--- config.mk ---
export PLATFORM = sky130hd
export DESIGN_NAME = ram_block_mover
export DESIGN_NICKNAME = d
export VERILOG_FILES = /design/src/rtl/ram_block_mover_pkg.sv /design/src/rtl/ram_block_mover_addr_walker.sv /design/src/rtl/ram_block_mover.sv
export SDC_FILE = /design/constraint.sdc
export NUM_CORES = 1
export LEC_CHECK = 0
export CORE_ASPECT_RATIO = 1.4
export CORE_MARGIN = 5
export CORE_UTILIZATION = 40
export CTS_CLUSTER_SIZE = 25
export DETAILED_ROUTE_END_ITERATION = 8
export PLACE_DENSITY_LB_ADDON = 0.12
export SYNTH_ARGS = -nofsm -noshare
export SYNTH_HDL_FRONTEND = slang
export SYNTH_SLANG_ARGS = --single-unit
--- constraint.sdc ---
create_clock -name clock -period 2.9 [get_ports clock]
set_clock_uncertainty 0.05 [all_clocks]
set_input_delay 0.435 -clock clock [delete_from_list [all_inputs] [get_ports clock]]
set_output_delay 0.435 -clock clock [all_outputs]
set_load 0.01 [all_outputs]
--- src/rtl/ram_block_mover_pkg.sv ---
// Shared types for the RAM block mover.
// State encoding and command mode constants.
package ram_block_mover_pkg;

    typedef enum logic [2:0] {
        IDLE  = 3'd0,
        READ  = 3'd1,
        WRITE = 3'd2,
        FILL  = 3'd3,
        DONE  = 3'd4
    } state_t;

    localparam logic MODE_COPY = 1'b0;
    localparam logic MODE_FILL = 1'b1;

endpackage

--- src/rtl/ram_block_mover_addr_walker.sv ---
// Loadable address pointer with a remaining-word counter.
// last_o flags that the current step is the final one.
module addr_walker #(
    parameter int AW = 16
) (
    input  logic          clock,
    input  logic          reset,
    input  logic          load_i,
    input  logic          step_i,
    input  logic [AW-1:0] ptr_init_i,
    input  logic [AW-1:0] cnt_init_i,
    output logic [AW-1:0] ptr_o,
    output logic          last_o
);

    logic [AW-1:0] ptr_q, ptr_d;
    logic [AW-1:0] cnt_q, cnt_d;

    always_comb begin
        ptr_d = ptr_q;
        cnt_d = cnt_q;
        if (load_i) begin
            ptr_d = ptr_init_i;
            cnt_d = cnt_init_i;
        end else if (step_i) begin
            // Pointer wraps modulo 2^AW by plain overflow.
            ptr_d = ptr_q + AW'(1);
            cnt_d = cnt_q - AW'(1);
        end
    end

    always_ff @(posedge clock or posedge reset) begin
        if (reset) begin
            ptr_q <= '0;
            cnt_q <= '0;
        end else begin
            ptr_q <= ptr_d;
            cnt_q <= cnt_d;
        end
    end

    assign ptr_o  = ptr_q;
    assign last_o = (cnt_q == AW'(1));

endmodule

--- src/rtl/ram_block_mover.sv ---
// Single-port RAM block copy / fill engine.
// One command at a time; mem_* decoded from registered state only.
module ram_block_mover
    import ram_block_mover_pkg::*;
#(
    parameter int DATA_WIDTH = 16,
    parameter int ADDR_SPACE = 16
) (
    input  logic                  clock,
    input  logic                  reset,
    input  logic                  cmd_valid,
    output logic                  cmd_ready,
    input  logic                  cmd_mode,
    input  logic [ADDR_SPACE-1:0] cmd_src,
    input  logic [ADDR_SPACE-1:0] cmd_dst,
    input  logic [ADDR_SPACE-1:0] cmd_len,
    input  logic [DATA_WIDTH-1:0] cmd_fill_data,
    output logic                  busy,
    output logic                  done,
    output logic [ADDR_SPACE-1:0] mem_address,
    output logic [DATA_WIDTH-1:0] mem_data,
    output logic                  mem_wren,
    input  logic [DATA_WIDTH-1:0] mem_q
);

    state_t                state_q, state_d;
    logic [DATA_WIDTH-1:0] buf_q, buf_d;
    logic [DATA_WIDTH-1:0] fill_q, fill_d;

    logic                  load;
    logic                  step_src, step_dst;
    logic [ADDR_SPACE-1:0] src_ptr, dst_ptr;
    logic                  src_last, dst_last;

    addr_walker #(.AW(ADDR_SPACE)) u_src (
        .clock      (clock),
        .reset      (reset),
        .load_i     (load),
        .step_i     (step_src),
        .ptr_init_i (cmd_src),
        .cnt_init_i (cmd_len),
        .ptr_o      (src_ptr),
        .last_o     (src_last)
    );

    addr_walker #(.AW(ADDR_SPACE)) u_dst (
        .clock      (clock),
        .reset      (reset),
        .load_i     (load),
        .step_i     (step_dst),
        .ptr_init_i (cmd_dst),
        .cnt_init_i (cmd_len),
        .ptr_o      (dst_ptr),
        .last_o     (dst_last)
    );

    always_comb begin
        state_d     = state_q;
        buf_d       = buf_q;
        fill_d      = fill_q;
        load        = 1'b0;
        step_src    = 1'b0;
        step_dst    = 1'b0;
        cmd_ready   = 1'b0;
        done        = 1'b0;
        mem_wren    = 1'b0;
        mem_address = '0;
        mem_data    = '0;
        unique case (state_q)
            IDLE: begin
                cmd_ready = 1'b1;
                if (cmd_valid) begin
                    load   = 1'b1;
                    fill_d = cmd_fill_data;
                    if (cmd_len == '0)
                        state_d = DONE;
                    else if (cmd_mode == MODE_FILL)
                        state_d = FILL;
                    else
                        state_d = READ;
                end
            end
            READ: begin
                mem_address = src_ptr;
                buf_d       = mem_q;
                state_d     = WRITE;
            end
            WRITE: begin
                mem_address = dst_ptr;
                mem_data    = buf_q;
                mem_wren    = 1'b1;
                step_src    = 1'b1;
                step_dst    = 1'b1;
                state_d     = src_last ? DONE : READ;
            end
            FILL: begin
                mem_address = dst_ptr;
                mem_data    = fill_q;
                mem_wren    = 1'b1;
                step_dst    = 1'b1;
                state_d     = dst_last ? DONE : FILL;
            end
            DONE: begin
                done    = 1'b1;
                state_d = IDLE;
            end
            default: state_d = IDLE;
        endcase
    end

    always_ff @(posedge clock or posedge reset) begin
        if (reset) begin
            state_q <= IDLE;
            buf_q   <= '0;
            fill_q  <= '0;
        end else begin
            state_q <= state_d;
            buf_q   <= buf_d;
            fill_q  <= fill_d;
        end
    end

    assign busy = (state_q != IDLE);

endmodule

# [Word level (Yosys, flattened, before mapping)]
# Cells that the tools add are included.
[op_classes] addsub=4 eq_ne=7 muxes=22 reduce_logical=7
[op_table] cell="$mux 16" n=8
[op_table] cell="$pmux 16 s2" n=2
[op_table] cell="$add 16x1->16 const B" n=2
[op_table] cell="$eq 16x1->1 const B" n=2
[op_table] cell="$sub 16x1->16 const B" n=2
[op_table] cell="$logic_not 16->1" n=1
[op_table] cell="$mux 3" n=4
[op_table] cell="$pmux 3 s4" n=1
[op_table] cell="$eq 3x2->1 const B" n=2
[op_table] cell="$mux 1" n=6
[op_table] cell="$reduce_bool 2->1" n=2
[op_table] cell="$eq 3x1->1 const B" n=1
[op_table] cell="$eq 3x3->1 const B" n=1
[op_table] cell="$logic_not 3->1" n=1
[op_table] cell="$reduce_bool 3->1" n=1
[op_table] cell="$mux 2" n=1
[op_table] cell="$ne 2x2->1 const B" n=1
[op_table] cell="$reduce_and 2->1" n=1
[op_table] cell="$reduce_or 2->1" n=1
[word_totals] regBits=99 out_inout_bits=36 elab_cells=47

# [Logic depth before layout (Yosys ltp)]
[depth] word_depth=5 ltp_mapped=9

# [Hierarchy]
# A second synthesis with hierarchy kept.
[unflattened] hier_cells=547 hier_area_um2=5330.1
[by_module_without_submodules] module="addr_walker" instances=2 cells_per_inst=201 area_per_inst_um2=1762.9
[by_module_without_submodules] module="ram_block_mover" instances=1 cells_per_inst=145 area_per_inst_um2=1804.2

# [Worst setup path before layout]
# Ideal clock, no wire load.
[synth_timing] path_kind="register -> output" from="register state_q[0]" to="output mem_data[10]" arrival_time_ps=1560 required_ps=2415 setup_slack_ps=855 path_stages_with_launch=6 cell_sequence="dfrtp_1 > clkbuf_1 > buf_1 > buf_2 > mux2i_1 > nor2_1"
[synth_between] elab_chain_len=2 elab_cells_between_ends=3
[synth_lines] item="start, declared" line_no="ram_block_mover.sv:26" source="state_t state_q, state_d;"
[synth_lines] item="start signal, assigned" line_no="ram_block_mover.sv:117" source="state_q <= state_d;"
[synth_lines] item="$eq 3x2->1" line_no="ram_block_mover.sv:69" source="unique case (state_q)"
[synth_lines] item="$pmux 16 s2 (*)" line_no="ram_block_mover.sv:69"
[synth_lines] item="end, declared" line_no="ram_block_mover.sv:21" source="output logic [DATA_WIDTH-1:0] mem_data,"
# Every way passes the cells marked *; elsewhere a longest branch is shown, timed or not.

# [Worst setup path in the final report]
[layout_timing] from="register state_q[1]" to="output mem_address[1]"
[layout_between] elab_chain_len=3 elab_cells_between_ends=5
[layout_lines] item="$eq 3x2->1" line_no="ram_block_mover.sv:69"
[layout_lines] item="$reduce_or 2->1 (no source line)"
[layout_lines] item="$pmux 16 s2 (*)" line_no="ram_block_mover.sv:69"
[layout_lines] item="end, declared" line_no="ram_block_mover.sv:20" source="output logic [ADDR_SPACE-1:0] mem_address,"
# Marked as above.

==> qor.yml <==
coreArea_um2: 13300
ys_seq_elements: 99
multiInputGateArea_um2: 2710
relSlewSlack: 0.510
finalCritPeriodShare: 0.918
worstPathArrival_ns: 2.18
ys_top_cells_by_area: "dfrtp_1, nand2_1, mux2_2"
max-cap-violations: 0
cts_root_buf: "clkbuf_16"
cts.path.max_buffers: 2
slew_violations: 0
post-cts-setup-buffers: 0
dieWidth_um: 108
cp_max_fo: 25
hold_viol: 0
fin_area_um2: 7120
rsz0062_at_grt: "no"
die_y_um: 147
dpl_cell_area_um2: 6820
place_inst: 864
synth_flop_cell: "dfrtp_1"
syn_nets: 665
via_per_inst: 5.65
grt_pass1_wl_um: 26100
yosysTopAreaCell: "dfrtp_1"
drive_gt1_frac: 0.100
ys_seq_area_frac: 0.459
grt-ovfl-total: 0
layout.nets: 783
powerDensity_nw_per_um2: 991
fill_cells: 1262
cpPeakStageDelay_ns: 0.55
syn_inst: 575
clock_latency_ns: 0.35
first_global_vias: 5195
clock-sinks: 99
area_growth_pct: 31.9
syn_area_per_cell_um2: 9.39
area.sequential_um2: 2480
drc: 0
final_cells: 880
peakVddDrop_mv: 0.450
synth_cell_types: 60
tns_ns: 0
synth_edf_count: 0
drt_pass1_iterations: 5
numCtsBuffers: 9
tightest_slew_ns: 0.728
crit_required_ns: 2.41
cts_tree: "yes"
ant_nets: 0
worstSetupPathType: "reg2out"
wl_per_cell_um: 18.4
initial_utilization: 0.405
die_area_um2: 15900
fin_crit_ns: 2.66
htree_num_levels: 3
diodes: 0
row_count: 50
path_clk_slew_ns: 0.07
crit_path_cell_trace: "nand2b_4 > inv_2 > a22o_1 > clkdlybuf4s50_1"
place.gp.congestion: 0.851
ios: 120
hold_buffers: 0
dpl.hpwl_um: 11800
drt_iter0_drc: 264
cts_resized: 0
wirelength_um: 16200
antenna_found_initial: 0
num_vias: 4970
slowest_stage: "clkdlybuf4s50_1"
synth_top_area_frac: 0.459
syn-cell-area_um2: 5400
cp-start-kind: "register"
fin_util: 0.534
hold_path_class: "reg2reg"
async_flop_share: 1.00
synth_warnings: 0
r2r_slack_ns: 0.51
setup_viol: 0
grt_usage: 0.206
cp-end-kind: "output pin"
grt_max_degree: 43
outcome: "finished, final reports clean"
port_buffers: 119
max_freq_mhz: 376
p_leak_uw: 0.00294
## cell usage in the layout (no fill, tap or decap), drive strengths merged, types with 5 or more instances in the layout
cell type	n
clkdlybuf4s50	119
nand2	108
dfrtp	99
nor2	40
o21ai	31
nand3	30
buf	22
o311ai	18
o211ai	16
mux2	16
a21oi	16
a22o	16
mux2i	16
nor3	16
nand4	11
nor4	11
a31oi	10
a221o	10
clkbuf	9
xor2	8
inv	8
or4	7
and3	6
ha	6
xnor2	5
## metal layers
metal | global-route usage | share of wire | up-vias
li1 | - | - | 2367
met4 | 0.0941 | 0.033 | 0
met1 | 0.253 | 0.42 | 2398
met5 | 0 | 0 | -
met3 | 0.0476 | 0.064 | 35
met2 | 0.342 | 0.49 | 170
## worst max-delay path: cells and delay by family, from the launching register on
| kind | cells | cell delay, ns |
|---|---|---|
| AO/OA/AOI/OAI | 1 | 0.27 |
| buffers and inverters | 2 | 0.95 |
| AND/OR/NAND/NOR | 1 | 0.08 |
| flip-flops | 1 | 0.52 |
## Yosys cell counts (3+ instances only)
master and number:
mux2_2 16, nand2_1 107, a31oi_1 10, nand3_1 30, o311ai_1 7, or3_1 4
ha_1 6, nor2_1 39, mux2i_1 16, a221o_1 10, o21ai_0 29, or4_1 4
buf_6 4, xnor2_1 5, and3_1 6, nand4_1 11, buf_2 8, a21oi_1 16
clkbuf_1 19, and4_1 3, o211ai_1 16, nor4_1 9, inv_1 8, a22o_1 16
dfrtp_1 99, nor3b_1 4, nor3_1 15, xor2_1 8, o311ai_0 11
## power breakdown
group          internal (uW)  switching, uW  leakage, uW
sequential              2030            682      0.00121
clock                    666            528     0.000141
combinational           1640           1510      0.00159
## path summary, 6_finish.rpt
check | from | end | depth (start not counted)
max | state_q[1] | mem_address[1] | 4
min | fill_q[9] | fill_q[9] | 2
max reg2reg | state_q[1] | u_dst.cnt_q[14] | 7
min reg2reg | fill_q[9] | fill_q[9] | 2
max in group asynchronous | reset | fill_q[3] | 3
min in group asynchronous | reset | u_dst.cnt_q[11] | 2
## cells by family after synthesis
kind of cell    after synthesis  synth area share
compound gates              131             0.174
xor+xnor                     13            0.0211
fa+ha+maj                     6            0.0139
buf+inv                      43            0.0394
flops                        99             0.459
mux                          32            0.0631
simple gates                251             0.230
## flip-flops by register name (all words and copies together) (netlist names)
name / cells
buf_q: 16
fill_q: 16
u_dst.cnt_q: 16
u_dst.ptr_o: 16
u_src.cnt_q: 16
u_src.ptr_o: 16
state_q: 3
## metrics by stage
| stage | power [uW] | worst slack (ns) | hold slack, ns |
|---|---|---|---|
| after floorplan | 4500 | 0.855 | 0.395 |
| after global placement | 5790 | 0.279 | 0.409 |
| after detailed placement | 5870 | 0.239 | 0.417 |
| after CTS | 7100 | 0.232 | 0.433 |
| after global routing | 7550 | 0.178 | 0.461 |
| final | 7060 | 0.238 | 0.430 |
## final cells by class
cell class,instances,area share
Sequential cell,99,0.348
Timing Repair Buffer,141,0.192
Tap cell,182,0.0320
Inverter,9,0.00527
Clock buffer,9,0.0316
Multi-Input combinational cell,433,0.381
Clock inverter,7,0.00967
(Power assumes the default switching activity.)
